--- config.mk ---
export PLATFORM = sky130hd
export DESIGN_NAME = flopen_pipe
export DESIGN_NICKNAME = d
export VERILOG_FILES = /design/src/rtl/flopen_pipe_pkg.sv /design/src/rtl/flopen_pipe_stage.sv /design/src/rtl/flopen_pipe.sv
export SDC_FILE = /design/constraint.sdc
export NUM_CORES = 1
export LEC_CHECK = 0
export ABC_AREA = 1
export CAP_MARGIN = 20
export CORE_MARGIN = 2
export CORE_UTILIZATION = 35
export CTS_CLUSTER_SIZE = 30
export DETAILED_ROUTE_END_ITERATION = 8
export DONT_BUFFER_PORTS = 1
export GPL_ROUTABILITY_DRIVEN = 0
export PLACE_DENSITY = 0.47
export SYNTH_ARGS = -nofsm -noshare
export SYNTH_HDL_FRONTEND = slang
export SYNTH_HIERARCHICAL = 1
export SYNTH_SLANG_ARGS = --single-unit
--- constraint.sdc ---
create_clock -name clk -period 4.27 [get_ports clk]
set_input_delay 0.6405 -clock clk [delete_from_list [all_inputs] [get_ports clk]]
set_output_delay 0.6405 -clock clk [all_outputs]
set_load 0.02 [all_outputs]
--- src/rtl/flopen_pipe_pkg.sv ---
// flopen_pipe_pkg: shared helpers for the flopen_pipe register chain.
// Shared defines: `WIDTH, `Enable, `Disable, `Enable_ (defaults supplied here if absent).
`ifndef WIDTH
`define WIDTH 8
`endif
`ifndef Enable
`define Enable 1'b1
`endif
`ifndef Disable
`define Disable 1'b0
`endif
`ifndef Enable_
`define Enable_ 1'b0
`endif

package flopen_pipe_pkg;

    // Valid bit a stage takes on when it loads; a flush forces an empty slot.
    function automatic logic stage_next_valid(input logic up_valid, input logic flush);
        return up_valid && !flush;
    endfunction

endpackage

--- src/rtl/flopen_pipe_stage.sv ---
// flopen_pipe_stage: one enabled register slot with bubble-collapsing ready.
// Optional macro FLOPEN_PIPE_FLUSH_EN adds a synchronous flush input.
`ifndef WIDTH
`define WIDTH 8
`endif
`ifndef Disable
`define Disable 1'b0
`endif
`ifndef Enable_
`define Enable_ 1'b0
`endif

module flopen_pipe_stage
    import flopen_pipe_pkg::*;
#(
    parameter int WIDTH = `WIDTH
) (
`ifdef FLOPEN_PIPE_FLUSH_EN
    input  logic             flush,
`endif
    input  logic             clk,
    input  logic             rst_,
    input  logic             up_valid,
    input  logic [WIDTH-1:0] up_data,
    input  logic             dn_ready,
    output logic             v,
    output logic [WIDTH-1:0] d,
    output logic             rdy
);

    logic flush_i;
`ifdef FLOPEN_PIPE_FLUSH_EN
    assign flush_i = flush;
`else
    assign flush_i = `Disable;
`endif

    // A slot can load when it is empty or its occupant moves on this edge.
    assign rdy = !v || dn_ready;

    // Slot register: load on ready, clear valid on flush, data only captured for real words.
    always_ff @(posedge clk or negedge rst_) begin
        if (rst_ == `Enable_) begin
            v <= `Disable;
            d <= '0;
        end else begin
            if (flush_i || rdy) begin
                v <= stage_next_valid(up_valid, flush_i);
            end
            if (rdy && stage_next_valid(up_valid, flush_i)) begin
                d <= up_data;
            end
        end
    end

endmodule

--- src/rtl/flopen_pipe.sv ---
// flopen_pipe: DEPTH enabled register stages with valid/ready at both ends.
// Optional macro FLOPEN_PIPE_FLUSH_EN adds the flush port (discard all in-flight words).
`ifndef WIDTH
`define WIDTH 8
`endif
`ifndef Disable
`define Disable 1'b0
`endif

module flopen_pipe
    import flopen_pipe_pkg::*;
#(
    parameter int WIDTH = `WIDTH,
    parameter int DEPTH = 4
) (
`ifdef FLOPEN_PIPE_FLUSH_EN
    input  logic                       flush,
`endif
    input  logic                       clk,
    input  logic                       rst_,
    input  logic                       in_valid,
    output logic                       in_ready,
    input  logic [WIDTH-1:0]           in_data,
    output logic                       out_valid,
    input  logic                       out_ready,
    output logic [WIDTH-1:0]           out_data,
    output logic [$clog2(DEPTH+1)-1:0] count
);

    localparam int CW = $clog2(DEPTH + 1);

    logic             flush_i;
    logic [DEPTH-1:0] v;

`ifdef FLOPEN_PIPE_FLUSH_EN
    assign flush_i = flush;
`else
    assign flush_i = `Disable;
`endif

    // Per-stage nets live inside each generate block so the ready chain is a
    // plain net-to-net path rather than a vector feeding back on itself.
    for (genvar i = 0; i < DEPTH; i++) begin : g_stage
        logic             up_v;
        logic [WIDTH-1:0] up_d;
        logic             dn_rdy;
        logic             stg_v;
        logic [WIDTH-1:0] stg_d;
        logic             stg_rdy;

        if (i == 0) begin : g_first
            assign up_v = in_valid;
            assign up_d = in_data;
        end else begin : g_next
            assign up_v = g_stage[i-1].stg_v;
            assign up_d = g_stage[i-1].stg_d;
        end

        if (i == DEPTH - 1) begin : g_last
            assign dn_rdy = out_ready;
        end else begin : g_mid
            assign dn_rdy = g_stage[i+1].stg_rdy;
        end

        flopen_pipe_stage #(
            .WIDTH(WIDTH)
        ) u_stage (
`ifdef FLOPEN_PIPE_FLUSH_EN
            .flush    (flush),
`endif
            .clk      (clk),
            .rst_     (rst_),
            .up_valid (up_v),
            .up_data  (up_d),
            .dn_ready (dn_rdy),
            .v        (stg_v),
            .d        (stg_d),
            .rdy      (stg_rdy)
        );

        assign v[i] = stg_v;
    end

    // A flush cycle refuses new input; otherwise ready ripples back from out_ready.
    assign in_ready  = g_stage[0].stg_rdy && !flush_i;
    assign out_valid = v[DEPTH-1];
    assign out_data  = g_stage[DEPTH-1].stg_d;

    // Occupancy is the population count of the registered valid bits.
    always_comb begin
        count = '0;
        for (int i = 0; i < DEPTH; i++) begin
            count = count + CW'(v[i]);
        end
    end

endmodule

==> impl_table.tex, run 1 <==
\begin{tabular}{lr}
\hline
Metric & Value \\
\hline
\multicolumn{2}{l}{\textbf{Status}} \\
Result of the run & finished, final reports clean \\
\multicolumn{2}{l}{\textbf{STA}} \\
Hold slack final & 0.0354 ns \\
Pins Over Slew Limit & 0 \\
Tightest slew margin relative to the limit & 73.6\% \\
Final setup vio count & 0 \\
Transition at the pin with the smallest max-transition slack & 0.396 ns \\
Final Hold Fails & 0 \\
Largest clock skew in the final design & 0.00585 ns \\
Achievable Freq & 0.391 GHz \\
Period utilization & 60.0\% \\
Time the worst path needs with I/O delays and setup & 2.56 ns \\
Final setup TNS & 0 ns \\
RSZ-0062 raised after global routing & no \\
Setup slack of the critical path after layout & 1.71 ns \\
\multicolumn{2}{l}{\textbf{Global route}} \\
Largest net degree at the start of global routing & 37 \\
Overall routing resource usage & 12.3\% \\
Total gr overflow & 0 \\
Wire length of the first global-routing pass & around 4.7 mm \\
Number of global-route vias before repair & 968 \\
Number of antenna violations at the first check in global routing & 0 \\
\multicolumn{2}{l}{\textbf{Yosys}} \\
Cell taking the most area after synthesis & sky130\_fd\_sc\_hd\_\_dfrtp\_1 \\
Sequential share of the synthesized area & between 50\% and 60\% \\
Portion of synthesized cell area occupied by the leading cell type & 59.4\% \\
Post-Synthesis Cell Area & between 1500 and 2000 sq um \\
Number of enable-type register cells in the synthesized netlist & 0 \\
Gate count of the mapped netlist & 159 \\
Synthesized area per cell & 9.54 sq um \\
Synth cell count leaders & sky130\_fd\_sc\_hd\_\_nand2\_1, sky130\_fd\_sc\_hd\_\_dfrtp\_1, sky130\_fd\_sc\_hd\_\_nand3\_1, sky130\_fd\_sc\_hd\_\_buf\_6, sky130\_fd\_sc\_hd\_\_nand2\_2 \\
Synthesis Warnings & 6 \\
FF+latch count, synth & 36 \\
Distinct cell type count after synthesis & 8 \\
FFs w/ async S/R, synth & 100\% \\
Syn nets & 174 \\
Top FF cell, synth & sky130\_fd\_sc\_hd\_\_dfrtp\_1 \\
Most repeated cell in the gate-level netlist after synthesis & sky130\_fd\_sc\_hd\_\_nand2\_1 \\
Top cells by area, synth & sky130\_fd\_sc\_hd\_\_dfrtp\_1, sky130\_fd\_sc\_hd\_\_nand2\_1, sky130\_fd\_sc\_hd\_\_nand3\_1 \\
\multicolumn{2}{l}{\textbf{Drt}} \\
DRC violation count after routing & 0 \\
Per-cell routed wire length & 12.5 um \\
Via-per-instance ratio & 4.65 \\
Starting DRT DRC Count & between 60 and 70 \\
Number of vias in the routed layout & 972 \\
Post-DRT Antenna Nets & 0 \\
Pre-Repair DR Iteration Count & 4 \\
Final Routed Wirelength & 2.61 mm \\
\multicolumn{2}{l}{\textbf{Place}} \\
Buffers added on ports & 0 \\
Setup WS pre-CTS & approximately 2 ns \\
Post-placement cell count & 201 \\
Post-place instance area & between 1000 and 1500 sq um \\
Post-detail-place hpwl & 1.87 mm \\
\multicolumn{2}{l}{\textbf{Clock tree}} \\
Deepest clock path buffer count & 2 \\
H-tree levels & 2 \\
Clock buffers created by TritonCTS & 5 \\
Post-CTS setup buffer count & 0 \\
Clock-pin slew of the registers on the worst-case setup and hold paths & roughly 0.070 ns \\
Hold-fix buffer count after cts & 0 \\
Clock tree root buffer cell & sky130\_fd\_sc\_hd\_\_clkbuf\_8 \\
Resized Gates After CTS & 0 \\
Clk\_lat worst skew & 0.29 ns \\
Clock tree from TritonCTS & built \\
Sinks on Clock Net & 36 \\
\multicolumn{2}{l}{\textbf{Final layout}} \\
Number of diodes added for antenna fixing & 0 \\
Area delta synth->final & 4.29\% \\
\# nets final & 173 \\
Share of final-layout standard cells stronger than drive strength 1 & 10.1\% \\
Post-layout util & 38.7\% \\
Non-filler cells in the finished layout & roughly 210 \\
Final cell area excluding filler cells & 1580 sq um \\
\multicolumn{2}{l}{\textbf{Die}} \\
Initial core utilization & 37.1\% \\
Floorplan die height & about 70 um \\
Die Footprint & 4880 sq um \\
\# IOs & 25 \\
Standard-cell row count & 23 \\
Core area & 4090 sq um \\
DIE WIDTH & 69.8 um \\
\multicolumn{2}{l}{\textbf{Power}} \\
Power density normalized to cell area & 695 nW/um\^{}2 \\
Overall power after layout & 1.10 mW \\
Maximum ir drop on the vdd rail & 207 uV \\
Leakage power summed over all cells & about 0.86 nW \\
\multicolumn{2}{l}{\textbf{Critical path}} \\
Worst-case reg-to-reg path depth & 10 \\
Largest fanout of any net on the critical path & 11 \\
Arrival @ worst endpoint & 1.92 ns \\
Element type at the critical path start & register \\
Critical path class & register to output pin \\
Type of element capturing the critical path & output pin \\
Critical path required time & 3.63 ns \\
\multicolumn{2}{l}{\textbf{Job}} \\
Max cap viols & 0 \\
\multicolumn{2}{l}{\textbf{Min path}} \\
Hold crit path type & primary input to async pin \\
\hline
\end{tabular}
cells by family after synthesis:
family / share of synthesized area, %
fa+ha+maj: 2.97
buf+inv: 6.93
flops: 59.4
simple gates: 30.7
final timing paths:
check / slack (ns) / start / end
min in group clk: 0.47 / g_stage[2].u_stage/d[7] / g_stage[2].u_stage/d[7]
min reg2reg: 0.47 / g_stage[2].u_stage/d[7] / g_stage[2].u_stage/d[7]
max in group asynchronous: 4.15 / rst_ / g_stage[0].u_stage/d[0]
min: 0.04 / rst_ / g_stage[2].u_stage/d[6]
max reg2reg: 2.31 / g_stage[3].u_stage/v / g_stage[0].u_stage/d[7]
max: 1.71 / g_stage[0].u_stage/v / count[1]
state kept, by name (all words and copies together) (netlist names):
register,cells
g_stage.u_stage/v,4
g_stage.u_stage/d,32
power breakdown:
group | internal (mW) | total [mW] | leakage, nW | switching (mW)
logic | 0.0949 | 0.262 | 0.361 | 0.167
clock network | 0.129 | 0.248 | 0.0510 | 0.119
registers | 0.453 | 0.589 | 0.450 | 0.137
placed cells by master, fill, tap and decap left out:
cell,count
sky130_fd_sc_hd__nand2_1,68
sky130_fd_sc_hd__clkbuf_8,6
sky130_fd_sc_hd__inv_1,4
sky130_fd_sc_hd__ha_1,2
sky130_fd_sc_hd__nand2_2,8
sky130_fd_sc_hd__nand3_1,32
sky130_fd_sc_hd__clkinv_2,2
sky130_fd_sc_hd__fa_1,1
sky130_fd_sc_hd__dfrtp_1,36
per-layer routing:
layer  global-route usage [%]  share of wire, %  vias up
li1                         -                 -      503
met1                     15.3                47      435
met2                     17.6                44       26
met3                     5.96               6.2        8
met4                     6.41               2.3        0
met5                        0                 0        -
cell type report:
cell class / count / area, sq um
fillers: 435 / 2500
inverters: 4 / 15.0
multi-input cells: 111 / 510
well taps: 50 / 62.6
flip-flops and latches: 36 / 901
clock inverters: 2 / 10.0
clock buffers: 6 / 82.6
worst max-delay path: stages (launching register included):
cell                      delay [ns]
sky130_fd_sc_hd__dfrtp_1        0.51
sky130_fd_sc_hd__ha_1           0.37
sky130_fd_sc_hd__fa_1           0.36
sky130_fd_sc_hd__ha_1           0.39
Note: power is estimated with default switching activity, not from simulation.
==> inputs of run 2 (changes only) <==
- clock period: 4.27 -> 2.5 ns (I/O delays scaled with it)
==> impl_table.tex, run 2 (same netlist as run 1, synthesis figures left out) <==
\begin{tabular}{lr}
\hline
Metric & Value \\
\hline
\multicolumn{2}{l}{\textbf{Clock tree}} \\
Deepest clock path buffer count & 2 \\
Resized Gates After CTS & 0 \\
Clock tree from TritonCTS & built \\
Post-CTS setup buffer count & 0 \\
Clk\_lat worst skew & $\sim$0.28 ns \\
H-tree levels & 2 \\
Clock buffers created by TritonCTS & 5 \\
Hold-fix buffer count after cts & 2 \\
Sinks on Clock Net & 36 \\
Clock-pin slew of the registers on the worst-case setup and hold paths & 0.06 ns \\
Clock tree root buffer cell & sky130\_fd\_sc\_hd\_\_clkbuf\_8 \\
\multicolumn{2}{l}{\textbf{Critical path}} \\
Series of cell instances along the critical path & ha\_1 > fa\_1 > ha\_1 \\
Startpoint of the lowest-slack register-to-register path & g\_stage[3].u\_stage/v \\
Kind of cell adding the most delay to the critical path & adder cells \\
Most frequent cell on the critical path & sky130\_fd\_sc\_hd\_\_ha\_1 \\
Element type at the critical path start & register \\
Critical path required time & 2.12 ns \\
Worst-path cell with the longest stage delay & sky130\_fd\_sc\_hd\_\_dfrtp\_1 \\
Stage delay of the slowest cell on the critical path & 0.50 ns \\
Critical path class & register to output pin \\
Largest fanout of any net on the critical path & 11 \\
Type of element capturing the critical path & output pin \\
Register-to-register setup slack & roughly 0.54 ns \\
Worst-case reg-to-reg path depth & 10 \\
WP buf/inv & 0 \\
Arrival @ worst endpoint & 1.91 ns \\
Terminus of the critical flop-to-flop path & g\_stage[0].u\_stage/d[0] \\
\multicolumn{2}{l}{\textbf{Power}} \\
Leakage power summed over all cells & 0.875 nW \\
Power density normalized to cell area & around 1200 nW/um\^{}2 \\
Maximum ir drop on the vdd rail & 375 uV \\
\multicolumn{2}{l}{\textbf{STA}} \\
Final setup vio count & 0 \\
Time the worst path needs with I/O delays and setup & 2.28 ns \\
Period utilization & roughly 90\% \\
Tightest slew margin relative to the limit & 74.1\% \\
Hold slack final & between 0.2 and 0.25 ns \\
Transition at the pin with the smallest max-transition slack & 0.389 ns \\
Final setup TNS & 0 ns \\
RSZ-0062 raised after global routing & no \\
Achievable Freq & 0.438 GHz \\
Final Hold Fails & 0 \\
Largest clock skew in the final design & 0.00475 ns \\
Pins Over Slew Limit & 0 \\
\multicolumn{2}{l}{\textbf{Global route}} \\
Wire length of the first global-routing pass & 4.53 mm \\
Number of global-route vias before repair & roughly 1000 \\
Total gr overflow & 0 \\
Largest net degree at the start of global routing & 37 \\
Overall routing resource usage & between 10\% and 20\% \\
Number of antenna violations at the first check in global routing & 0 \\
\multicolumn{2}{l}{\textbf{Drt}} \\
Final Routed Wirelength & 2.43 mm \\
Number of vias in the routed layout & 965 \\
Per-cell routed wire length & 11.6 um \\
Starting DRT DRC Count & 39 \\
Post-DRT Antenna Nets & 0 \\
Via-per-instance ratio & 4.60 \\
Pre-Repair DR Iteration Count & 4 \\
DRC violation count after routing & 0 \\
\multicolumn{2}{l}{\textbf{Final layout}} \\
Non-filler cells in the finished layout & 210 \\
Largest registers & g\_stage.u\_stage/d: 32 flops, g\_stage.u\_stage/v: 4 flops \\
Share of final-layout standard cells stronger than drive strength 1 & 10.0\% \\
Post-layout util & about 40\% \\
Area delta synth->final & 6.52\% \\
Number of flip-flops under the largest register name & 32 \\
Most common library cell in the layout ignoring fill and taps & sky130\_fd\_sc\_hd\_\_nand2\_1 \\
\# nets final & about 180 \\
Number of diodes added for antenna fixing & 0 \\
Commonest non-fill, non-tap cells in the layout & sky130\_fd\_sc\_hd\_\_nand2\_1, sky130\_fd\_sc\_hd\_\_dfrtp\_1, sky130\_fd\_sc\_hd\_\_nand3\_1 \\
Filler instances & 421 \\
Reg with most FFs & g\_stage.u\_stage/d \\
\multicolumn{2}{l}{\textbf{Die}} \\
Floorplan die height & 69.8 um \\
DIE WIDTH & 69.8 um \\
Standard-cell row count & 23 \\
\# IOs & 25 \\
Die Footprint & 4880 sq um \\
Core area & 4090 sq um \\
Initial core utilization & 37.1\% \\
\multicolumn{2}{l}{\textbf{Place}} \\
Post-detail-place hpwl & between 1.5 and 2 mm \\
Post-placement cell count & roughly 200 \\
Buffers added on ports & 0 \\
\multicolumn{2}{l}{\textbf{Min path}} \\
Hold crit path type & primary input to register \\
Launch point of the worst hold path & in\_data[0] \\
WHS Path Cells & 2 \\
WHS Endpoint & g\_stage[0].u\_stage/d[0] \\
\multicolumn{2}{l}{\textbf{Job}} \\
Max cap viols & 0 \\
\multicolumn{2}{l}{\textbf{Status}} \\
Result of the run & finished, final reports clean \\
\hline
\end{tabular}
[run 2: cell count changes in the layout (fill, tap and decap cells not counted), sizes merged]
cell / delta
buf: +1
clkinv: -2
clkbuf: +1
dlygate4sd3: +1
[run 2: per-layer routing]
layer / GRT usage, % / up-vias / share of wire [%]
li1: - / 505 / -
met1: 14.0 / 430 / 47
met2: 18.0 / 28 / 45
met3: 6.10 / 2 / 7.4
met4: 3.85 / 0 / 0.70
met5: 0 / - / 0
[run 2: metrics by stage]
| stage | cell area, sq um | total power [mW] | setup slack [ns] |
|---|---|---|---|
| floorplan | 1520 | 1.43 | 0.661 |
| global placement | 1490 | 1.46 | 0.529 |
| detailed placement | 1490 | 1.47 | 0.512 |
| CTS | 1620 | 1.92 | 0.197 |
| global route | 1620 | 2.04 | 0.126 |
| finish | 1620 | 1.89 | 0.216 |
[run 2: power breakdown]
group | total, mW | internal, mW | switching [mW]
Combinational | 0.456 | 0.166 | 0.290
Clock | 0.431 | 0.245 | 0.186
Sequential | 1.00 | 0.773 | 0.230
Total | 1.89 | 1.18 | 0.706
[run 2: final cells by class]
type | count | area, sq um | area share [%]
Sequential cell | 36 | 901 | 55.8
Multi-Input combinational cell | 111 | 510 | 31.6
Clock buffer | 7 | 96.3 | 5.96
Tap cell | 50 | 62.6 | 3.87
Timing Repair Buffer | 2 | 30.0 | 1.86
Inverter | 4 | 15.0 | 0.930
[run 2: worst reg2reg max path, cell delays in order, from the launching register on]
cell	delay [ns]
sky130_fd_sc_hd__dfrtp_1	0.49
sky130_fd_sc_hd__nand2_2	0.23
sky130_fd_sc_hd__inv_1	0.08
sky130_fd_sc_hd__nand2_2	0.17
sky130_fd_sc_hd__inv_1	0.08
sky130_fd_sc_hd__nand2_2	0.17
sky130_fd_sc_hd__inv_1	0.08
sky130_fd_sc_hd__nand2_2	0.23
sky130_fd_sc_hd__nand2_2	0.18
sky130_fd_sc_hd__nand2_1	0.10
sky130_fd_sc_hd__nand2_1	0.05
[run 2: worst max-delay path by stage]
stage | from | end | slack, ns | cells after the start
6_report | g_stage[0].u_stage/v | count[1] | 0.22 | 3
2_1_floorplan | g_stage[3].u_stage/v | in_ready | 0.66 | 11
3_3_place_gp | g_stage[0].u_stage/v | count[1] | 0.53 | 3
4_1_cts | g_stage[1].u_stage/v | count[1] | 0.20 | 3
3_5_place_dp | g_stage[3].u_stage/v | g_stage[0].u_stage/d[3] | 0.51 | 10
5_1_grt | g_stage[3].u_stage/v | in_ready | 0.13 | 7
